### config.mk
export PLATFORM = sky130hd
export DESIGN_NAME = pipe_stage_chain
export DESIGN_NICKNAME = d
export VERILOG_FILES = /design/src/rtl/pipe_stage_chain.sv
export SDC_FILE = /design/constraint.sdc
export NUM_CORES = 1
export LEC_CHECK = 0
export CORE_UTILIZATION = 30
export CTS_BUF_LIST = sky130_fd_sc_hd__clkbuf_4
export CTS_CLUSTER_DIAMETER = 50
export CTS_CLUSTER_SIZE = 30
export DETAILED_ROUTE_END_ITERATION = 10
export GPL_ROUTABILITY_DRIVEN = 0
export GPL_TIMING_DRIVEN = 0
export PLACE_DENSITY = 0.58
export SYNTH_ARGS = -nofsm -noshare
export SYNTH_HDL_FRONTEND = slang
export SYNTH_SLANG_ARGS = --single-unit
export TNS_END_PERCENT = 100
### constraint.sdc
create_clock -name clk -period 12.6 [get_ports clk]
set_input_delay 3.78 -clock clk [delete_from_list [all_inputs] [get_ports clk]]
set_output_delay 3.78 -clock clk [all_outputs]
set_load 0.005 [all_outputs]
### src/rtl/pipe_stage_chain.sv
// Elastic pipeline-register chain: DEPTH skid-buffered stages with valid/ready
// flow control, synchronous flush and an occupancy count.

module pipe_stage #(
  parameter int WIDTH = 32
) (
  input  logic             clk,
  input  logic             reset,
  input  logic             flush,
  input  logic             up_valid,
  input  logic [WIDTH-1:0] up_data,
  output logic             up_ready,
  output logic             dn_valid,
  output logic [WIDTH-1:0] dn_data,
  input  logic             dn_ready
);
  logic             m_valid, s_valid;
  logic [WIDTH-1:0] m_data, s_data;
  logic             up_xfer, dn_take;

  // Ready comes straight off the skid flag, so stall never ripples combinationally upstream.
  assign up_ready = !s_valid;
  assign up_xfer  = up_valid && !s_valid;
  assign dn_take  = m_valid && dn_ready;
  assign dn_valid = m_valid;
  assign dn_data  = m_data;

  always_ff @(posedge clk or posedge reset) begin
    if (reset) begin
      m_valid <= 1'b0;
      s_valid <= 1'b0;
      m_data  <= '0;
      s_data  <= '0;
    end else if (flush) begin
      m_valid <= 1'b0;
      s_valid <= 1'b0;
    end else if (dn_take) begin
      if (s_valid) begin
        m_data  <= s_data;
        s_valid <= 1'b0;
      end else if (up_xfer) begin
        m_data  <= up_data;
      end else begin
        m_valid <= 1'b0;
      end
    end else if (!m_valid) begin
      if (up_xfer) begin
        m_valid <= 1'b1;
        m_data  <= up_data;
      end
    end else if (up_xfer) begin
      // main is stuck: park the incoming item in the skid slot
      s_valid <= 1'b1;
      s_data  <= up_data;
    end
  end
endmodule

module pipe_stage_chain #(
  parameter int WIDTH = 32,
  parameter int DEPTH = 3,
  parameter int CW    = $clog2(2*DEPTH+1)
) (
  input  logic             clk,
  input  logic             reset,
  input  logic             flush,
  input  logic             in_valid,
  output logic             in_ready,
  input  logic [WIDTH-1:0] in_data,
  output logic             out_valid,
  input  logic             out_ready,
  output logic [WIDTH-1:0] out_data,
  output logic [CW-1:0]    count,
  output logic             empty
);
  // Index 0 is the input port side, index DEPTH the output port side.
  logic [DEPTH:0]            vld;
  logic [DEPTH:0]            rdy;
  logic [DEPTH:0][WIDTH-1:0] dat;
  logic                      in_xfer, out_xfer;

  assign vld[0]     = in_valid;
  assign dat[0]     = in_data;
  assign rdy[DEPTH] = out_ready;

  for (genvar k = 0; k < DEPTH; k++) begin : g_stage
    pipe_stage #(.WIDTH(WIDTH)) u_stage (
      .clk      (clk),
      .reset    (reset),
      .flush    (flush),
      .up_valid (vld[k]),
      .up_data  (dat[k]),
      .up_ready (rdy[k]),
      .dn_valid (vld[k+1]),
      .dn_data  (dat[k+1]),
      .dn_ready (rdy[k+1])
    );
  end

  assign in_ready  = rdy[0] && !flush;
  assign out_valid = vld[DEPTH] && !flush;
  assign out_data  = dat[DEPTH];
  assign in_xfer   = in_valid && in_ready;
  assign out_xfer  = out_valid && out_ready;
  assign empty     = (count == '0);

  always_ff @(posedge clk or posedge reset) begin
    if (reset)
      count <= '0;
    else if (flush)
      count <= '0;
    else if (in_xfer && !out_xfer)
      count <= count + CW'(1);
    else if (!in_xfer && out_xfer)
      count <= count - CW'(1);
  end
endmodule
# --- After elaboration in Yosys (flattened, before gate mapping) ---
# Index checks and enable logic that the tools add are counted.
classes:
  bitwise_logic: 4
  addsub: 2
  muxes: 45
  n_eq_ne: 9
  reduce_logical: 36
op_table:
  columns: ["operator", "n"]
  rows:
  - ["2-to-1 mux 32 bit", 12]
  - ["2-to-1 mux 1 bit", 30]
  - ["nonzero test 3 bit", 7]
  - ["!= test 3 bit (second input constant)", 6]
  - ["AND reduction 2 bit", 9]
  - ["AND reduction 4 bit", 3]
  - ["logical AND 1 bit", 10]
  - ["2-to-1 mux 3 bit", 3]
  - ["logical NOT 1 bit", 6]
  - ["!= test 2 bit (second input constant)", 3]
  - ["NOT 1 bit", 4]
  - ["adder 3 x 1 -> 3 bit (second input constant)", 1]
  - ["logical NOT 3 bit", 1]
  - ["subtractor 3 x 1 -> 3 bit (second input constant)", 1]
totals:
  output_inout_bits: 38
  word_cells: 109
  regBits: 201
  in_bits: 37

# --- Longest topological paths before layout ---
# Gate-level depths: netlist of run 1.
logic_depth:
  ltp_word: 8
  mapped_depth: 8
  depth_no_buf: 6

# --- Modules after synthesis ---
# Synthesis of run 1 repeated with hierarchy kept, for this count alone.
hier_totals:
  hier_cells: 777
  area_unflattened_um2: 9905.8
by_module_without_submodules:
  columns: ["module", "instances", "area_each_um2", "cells_per_inst"]
  rows:
  - ["pipe_stage", 3, 3209.3, 249]
  - ["pipe_stage_chain", 1, 277.8, 30]

# --- Worst setup path before layout of run 1 ---
# Ideal clock, no wire load.
synth_path:
  kind: "input to output"
  start: "in flush"
  end: "out in_ready"
  path_buffers: 2
  stages: 3
  setup_slack_ns: 4.499
  arrival_time_ns: 4.321
  path_cell_list: "buf_2 -> clkbuf_1 -> nor2_1"
synth_between:
  elab_chain_len: 2
synth_lines:
  columns: ["item", "line_no", "text"]
  rows:
  - ["start: declaration", "66", "input logic flush,"]
  - ["logical NOT 1 bit", "100", "assign in_ready = rdy[0] && !flush;"]
  - ["logical AND 1 bit", "100", null]
  - ["end: declaration", "68", "output logic in_ready,"]
# Every way passes these cells.

# --- Final worst setup path of run 1 ---
# Ends and elaborated chain as after synthesis.

==> results summary, run 1 <==
The run finished with clean final reports. In this run the worst path has a maximum fanout of 10. The proportion of netlist area held by the largest area contributor came out at 59.9%. When the netlist entered floorplanning its net count stood at between 700 and 800. The kind of path behind the tightest hold check is reg -> reg. The residual overflow from global routing came out at 0. The part of the Yosys area used for sequential elements is 59.9%. The worst-skew pair later-pin latency came out at approximately 0.65 ns. The region available for standard cell placement spans 27200 um^2. After filler insertion, the fill cell instance count of the layout stands at 2719. The power density over the cells is 142 nW/um^2. The slowest stage of the critical path belongs to the cell clkdlybuf4s50_1. The area growth from synthesis to layout is 18.8%. The initial antenna violation count came out at 1.

After synthesis, the most frequently instantiated cells are dfrtp_1, o22ai_1, mux2_2. The height of the die is 169 um. The post-CTS setup buffer count is 0. The signal on the critical path passes through buf_2 -> clkbuf_1 -> nor2_1 -> clkdlybuf4s50_1. Detailed placement finished with a half-perimeter wire length of 12.0 mm. The aggregate global-route resource usage came out at around an eighth. Setup repair after global routing left no endpoint under its margin. The count of input and output buffers came out at 73.

The synthesized design contains 201 register bits. The cell count after synthesis is 687. The data required time of the critical path came out at 8.82 ns. The post-detailed-route DRC marker count is 0. The first-pass GRT wire length came out at 29.4 mm. On the critical path the largest part of the delay comes from buffers and inverters.

For this run, the leading register cell type out of synthesis is dfrtp_1. The post-synthesis cell type with the largest combined area is dfrtp_1. The CTS tree is done.

The post-synthesis async set-or-reset flop share is 100%. The element type at the critical path end is a primary output. The number of buffers added by the clock tree synthesis step is 18.

The final clock skew is around 0.05 ns. The total power after layout is about 0.0014 W. The final worst-path cycle share is 69.9%. The count of flip-flops with a built-in enable after synthesis is 0. The detailed router's first-iteration violation count is 303. The peak per-stage delay on the critical path came out at 0.47 ns. The number of top-level design ports is 75. The critical path is of the in -> out type. For this run, the number of standard cells in the final layout without fillers is 1165.

The number of maximum-capacitance violations came out at 0. The shortest period the worst path allows is roughly 9 ns. The layout net count came out at 819. Summed over all failing endpoints, the final setup total negative slack is 0 ns. Yosys attributes the largest share of cell area to dfrtp_1, mux2_2, o22ai_1. In this run the number of H-tree levels came out at 1. The most used standard cell by instance count after synthesis is dfrtp_1.

The effective utilization at floorplan came out at a little under a third. The maximum clock insertion buffer count is 3. The number of hold-slack violations in the final timing report came out at 0.

The area of the die came out at 28600 um^2. Entering global routing, the biggest net connects 103 pins. The number of instances in the placed design came out at 1133. The per-cell via count in the routed design is roughly 4.6.

In this run the core area contains 60 standard-cell rows. The clock transition time at the flip-flop clock pins of the worst setup and hold paths came out at roughly 0.16 ns. The measured slew at the worst slew-check pin came out at 0.716 ns. The worst vdd rail ir drop came out at 0.0523 mV. The overall via count from detail_route is 5357. The Yosys step of the flow raised 0 warnings. In the final layout, the share of cells above drive strength 1 is about a quarter. The horizontal extent of the die came out at 169 um. The hold-fix buffer count after cts is 0.

Once the clock tree was built, the resizer swapped 0 gates to a different size. The upper clock frequency limit is 0.114 GHz. The area of the mapped netlist came out at 8390 um^2. The combined area of the multi-input logic cells came out at 2840 um^2.

The wire length per cell after detailed routing is 14.9 um. The average cell area after synthesis is 12.2 um^2. The distinct cell type count after synthesis is 34. STA puts the critical path data arrival time at 5.02 ns. The first-pass detailed-route iteration total is 4. Setup violations remaining at the end of the flow were counted as 0. The number of pins exceeding their max-slew limit in the final report is 0. The total placed instance area is around 9600 um^2.

In this run the clock root is driven by a clkbuf_4. Measured against its own limit, the worst slew margin works out to 52.3%. The number of buffers and inverters on the critical path is 3. The remaining antenna violation count came out at 0. STA classifies the critical path startpoint as an input port.

After routing the design area is 9970 um^2. The total number of clock tree sinks is between 200 and 250. The number of global-route vias before repair is 5392. The static power due to leakage came out at 4.41 nW.

The detailed-route wire length came out at 17.4 mm. Registers take approximately 5000 um^2.
-- power by group --
group,internal [W],switching (W)
Clock,0.000154,0.000232
Combinational,0.000158,0.0000898
Sequential,0.000723,0.0000581
Total,0.00104,0.000380
-- sequential cells by signal (all words and copies together), names as in the netlist --
name,count
count,3
g_stage.u_stage.dn_data,96
g_stage.u_stage.dn_valid,3
g_stage.u_stage.s_data,96
g_stage.u_stage.s_valid,3
-- worst reg2reg max path, delay by kind of cell (launching register included) --
kind                       cells  cell delay (ns)
adders and majority gates      1             0.41
AOI/OAI and AO/OA              1             0.12
and+or+nand+nor                4             0.67
buffers and inverters          2             0.67
DFF                            1             0.45
-- placed cells by master (no fill, tap or decap), drive strengths merged, types with 2 or more instances in the layout --
master / n
dfrtp: 201
o22ai: 96
mux2: 96
clkdlybuf4s50: 73
a21oi: 70
nor2: 69
buf: 61
clkbuf: 44
a2bb2oi: 32
inv: 9
nor3: 5
o21ai: 4
clkinv: 4
a21boi: 3
nand2: 3
bufinv: 3
nand2b: 3
nor3b: 3
xnor2: 2
nand3b: 2
nor2b: 2
-- worst paths after layout --
path                                                           start                                          to  slack, ns  depth (start not counted)
setup / recovery                                               flush                                    in_ready       3.80                          4
hold / removal             g_stage[0].u_stage.s_data[27]$_DFFE_PP0P_   g_stage[0].u_stage.s_data[27]$_DFFE_PP0P_       0.52                          1
setup reg to reg              g_stage[0].u_stage.s_valid$_DFFE_PP0P_                        count[2]$_DFFE_PP0P_      10.14                          8
hold reg to reg            g_stage[0].u_stage.s_data[27]$_DFFE_PP0P_   g_stage[0].u_stage.s_data[27]$_DFFE_PP0P_       0.52                          1
max in group asynchronous                                      reset  g_stage[1].u_stage.dn_data[27]$_DFFE_PP0P_       8.05                          3
min in group asynchronous                                      reset   g_stage[0].u_stage.s_data[30]$_DFFE_PP0P_       3.61                          2
-- cell families (layout without fill, tap and decap cells) --
family          Yosys count  after routing  share of synthesized area, %
mux                      96             96                          12.9
fa+ha+maj                 1              1                         0.239
compound gates          208            208                          15.7
simple gates             90             90                          4.87
xor+xnor                  2              2                         0.209
buf+inv                  89            194                          6.20
other cells               0              1                             0
flops                   201            201                          59.9
-- stage by stage --
| stage | worst slack [ns] | util [%] | hold slack, ns |
|---|---|---|---|
| 6_report | 3.80 | 36.7 | 0.516 |
| 5_1_grt | 3.69 | 36.7 | 0.539 |
| 4_1_cts | 3.76 | 36.7 | 0.521 |
| 3_5_place_dp | 3.76 | 35.4 | 0.483 |
| 3_3_place_gp | 0.611 | 35.3 | 0.470 |
| 2_1_floorplan | 3.34 | - | 0.459 |
-- area by class of cell --
| type | instances | area share, % |
|---|---|---|
| sequential | 201 | 50.5 |
| multi-input combinational | 397 | 28.5 |
| timing repair buffer | 74 | 7.61 |
| buffer | 84 | 5.03 |
| tap | 372 | 4.67 |
| clock inverter | 11 | 1.91 |
| clock buffer | 20 | 1.51 |
| inverter | 5 | 0.264 |
| antenna | 1 | 0.0251 |
-- layer usage --
layer  share of wire (%)  track usage [%]
met5                   0                0
met3                 3.6             1.84
met2                  44             18.1
met1                  50             19.2
met4                 2.2             4.07
No activity file was read; power rests on OpenSTA's default activity.
==> run 2, diff against run 1 <==
--- a/config.mk
+++ b/config.mk
@@ -12,7 +12,7 @@
 export DETAILED_ROUTE_END_ITERATION = 10
 export GPL_ROUTABILITY_DRIVEN = 0
 export GPL_TIMING_DRIVEN = 0
-export PLACE_DENSITY = 0.58
+export PLACE_DENSITY = 0.6
 export SYNTH_ARGS = -nofsm -noshare
 export SYNTH_HDL_FRONTEND = slang
 export SYNTH_SLANG_ARGS = --single-unit
==> constraint.sdc (replaced) <==
create_clock -name clk -period 7.7 [get_ports clk]
set_input_delay 2.31 -clock clk [delete_from_list [all_inputs] [get_ports clk]]
set_output_delay 2.31 -clock clk [all_outputs]
set_load 0.005 [all_outputs]
==> run 2 against run 1 <==
Clock-buffer cell count unchanged. Critical path depth unchanged. Worst setup slack worse by 2.0 ns. Sequential share of layout area down 0.27 points. Clock power up 59%. Largest power group unchanged. Highest routed layer unchanged.
==> results summary, run 2 (synthesis results as in run 1) <==
Power comes to about 0.0023 W. The worst-skew pair later-pin latency came out at 0.66 ns. The effective utilization at floorplan came out at 30.9%.

Across every metal layer, demand over resource in global routing totals about 12%. The shortest period the worst path allows is around 5.9 ns. The final clock skew came out at 0.0378 ns.

The leading cell type in the layout, fill and taps excluded is dfrtp_1. The detailed router's first-iteration violation count is between 200 and 250. The final layout contains 823 nets. The post-CTS setup buffer count is 0.

The worst setup path is launched from an input port. The worst vdd rail ir drop came out at 0.0813 mV. The floorplan step set the die height to 169 um. The area growth from synthesis to layout is 19.4%. The deepest level of the CTS H-tree is 1. The final worst-path cycle share is 76.2%.

Setup repair after global routing left no endpoint under its margin. In this run, post-CTS hold repair placed 0 buffers. The power density over the cells came out at 230 nW/um^2. The number of top-level design ports came out at 75. The number of hold-slack violations in the final timing report is 0. TritonCTS built the clock tree.

The number of cells on the worst reg-to-reg path is 8. The first-pass detailed-route iteration total is 6. Entering global routing, the biggest net connects 42 pins. The most critical setup path has its endpoint at in_ready. The met2 track demand over resource in global routing is 19.0%.

The final route contains approximately 5400 vias. Along the worst hold path, the cell count comes to 1. The routing usage on met1 came out at 17.9%. The critical path is of the in -> out type. The final count of negative-setup-slack endpoints is 0. The worst setup path is captured at a primary output. The tool flagged a number of max-cap violations equal to 0. In this run the tool buffered the top-level ports with 73 buffer cells.

The number of buffers added by the clock tree synthesis step came out at 18. The number of global-route vias before repair is 5437. Row generation in the floorplan step produced 60 rows. The worst register-to-register path begins at g_stage[0].u_stage.s_valid$_DFFE_PP0P_.

The per-cell via count in the routed design came out at 4.62. In this run the critical register-to-register path is captured at count[2]$_DFFE_PP0P_. The library cells used most frequently in the layout, excluding fill and tap cells, are dfrtp_1, o22ai_1, mux2_2, clkdlybuf4s50_1, a21oi_1. The slack of the worst reg-to-reg path came out at ~5.3 ns. The maximum clock insertion buffer count is 3.

The area of the die is 28600 um^2. The residual overflow from global routing came out at 0. On the final layout, the worst hold slack is 0.512 ns. The clock root buffer is clkbuf_4. The wire length per cell after detailed routing is 14.7 um. The static power due to leakage came out at 4.43 nW. After clock tree synthesis, the repair step resized 0 gates. The data arrival at the endpoint of the critical path came out at 3.56 ns.

The share of post-route cells with drive strength above 1 is 24.0%. The kind of path behind the tightest hold check is reg -> reg. The horizontal extent of the die is 169 um.

The total negative setup slack came out at 0 ns. The number of pins exceeding their max-slew limit in the final report came out at 0. The flow ran to the end, and the final reports show no timing, DRC or antenna violations.

The initial antenna violation count came out at 1. Wires add up to 17.2 mm. The total number of clock tree sinks came out at 201. The core region is 27200 um^2.

The met3 capacity usage during global routing is ~1.8%. The first-pass GRT wire length came out at about 29 mm. Clock-pin slew was measured on the worst setup and hold paths at about 0.15 ns. The upper clock frequency limit is around 0.17 GHz. The sum of net half-perimeters after detailed placement came out at 12.2 mm.

The headroom to the max-slew limit is 67.7%. At the pin with the least slew margin, the transition time is 0.485 ns. The remaining antenna violation count came out at 0. The data required time of the critical path is 5.39 ns.

The most critical setup path has its startpoint at flush. met2 is the most crowded layer. The post-detailed-route DRC marker count is 0. The critical-path maximum fanout is 10.
==> run 2: changes by cell type in the layout (fill, tap and decap cells not counted), sizes merged <==
cell,before,now
buf,61,65
clkinv,4,3
clkinvlp,0,3
bufinv,3,2
==> run 2: worst max-delay path, cell delays in order <==
cell             delay (ns)
buf_2                  0.23
clkbuf_1               0.41
nor2_1                 0.12
clkdlybuf4s50_1        0.47
==> run 2: cell type report <==
type	instances	area [um^2]
antenna	1	2.50
buffer	84	502
clock buffer	20	150
clock inverter	12	175
fill	2674	17200
inverter	5	22.5
multi-input combinational	397	2840
sequential	201	5030
tap	372	465
timing repair buffer	78	831
==> run 2: layer usage <==
metal,part of all wire [%],vias to the layer above
li1,-,2690
met1,50,2609
met5,0,-
met3,4.1,22
met4,1.7,0
met2,44,86
==> run 2: worst min-delay path by stage <==
stage                                                    startpoint                                        end  slack [ns]
after floorplan           g_stage[2].u_stage.s_data[23]$_DFFE_PP0P_  g_stage[2].u_stage.s_data[23]$_DFFE_PP0P_        0.46
after global placement    g_stage[2].u_stage.s_data[23]$_DFFE_PP0P_  g_stage[2].u_stage.s_data[23]$_DFFE_PP0P_        0.47
after detailed placement  g_stage[2].u_stage.s_data[23]$_DFFE_PP0P_  g_stage[2].u_stage.s_data[23]$_DFFE_PP0P_        0.48
after CTS                  g_stage[0].u_stage.s_data[2]$_DFFE_PP0P_   g_stage[0].u_stage.s_data[2]$_DFFE_PP0P_        0.52
after global routing      g_stage[0].u_stage.s_data[26]$_DFFE_PP0P_  g_stage[0].u_stage.s_data[26]$_DFFE_PP0P_        0.52
final                      g_stage[0].u_stage.s_data[2]$_DFFE_PP0P_   g_stage[0].u_stage.s_data[2]$_DFFE_PP0P_        0.51
==> run 2: stage by stage <==
| step | instance area (um^2) | worst slack (ns) | utilization, % | instances |
|---|---|---|---|---|
| 2_1_floorplan | 8400 | 2.54 | - | 687 |
| 3_3_place_gp | 9590 | 1.16 | 35.3 | 1132 |
| 5_1_grt | 10000 | 1.74 | 36.9 | 1170 |
| 4_1_cts | 10000 | 1.80 | 36.9 | 1169 |
| 3_5_place_dp | 9690 | 1.80 | 35.7 | 1137 |
| 6_report | 10000 | 1.83 | 36.9 | 1170 |
==> run 2: power breakdown <==
part / internal, W / total, W / switching (W)
Sequential: 0.00118 / 0.00128 / 0.0000925
Clock: 0.000223 / 0.000615 / 0.000392
Combinational: 0.000262 / 0.000410 / 0.000148
Total: 0.00167 / 0.00230 / 0.000632
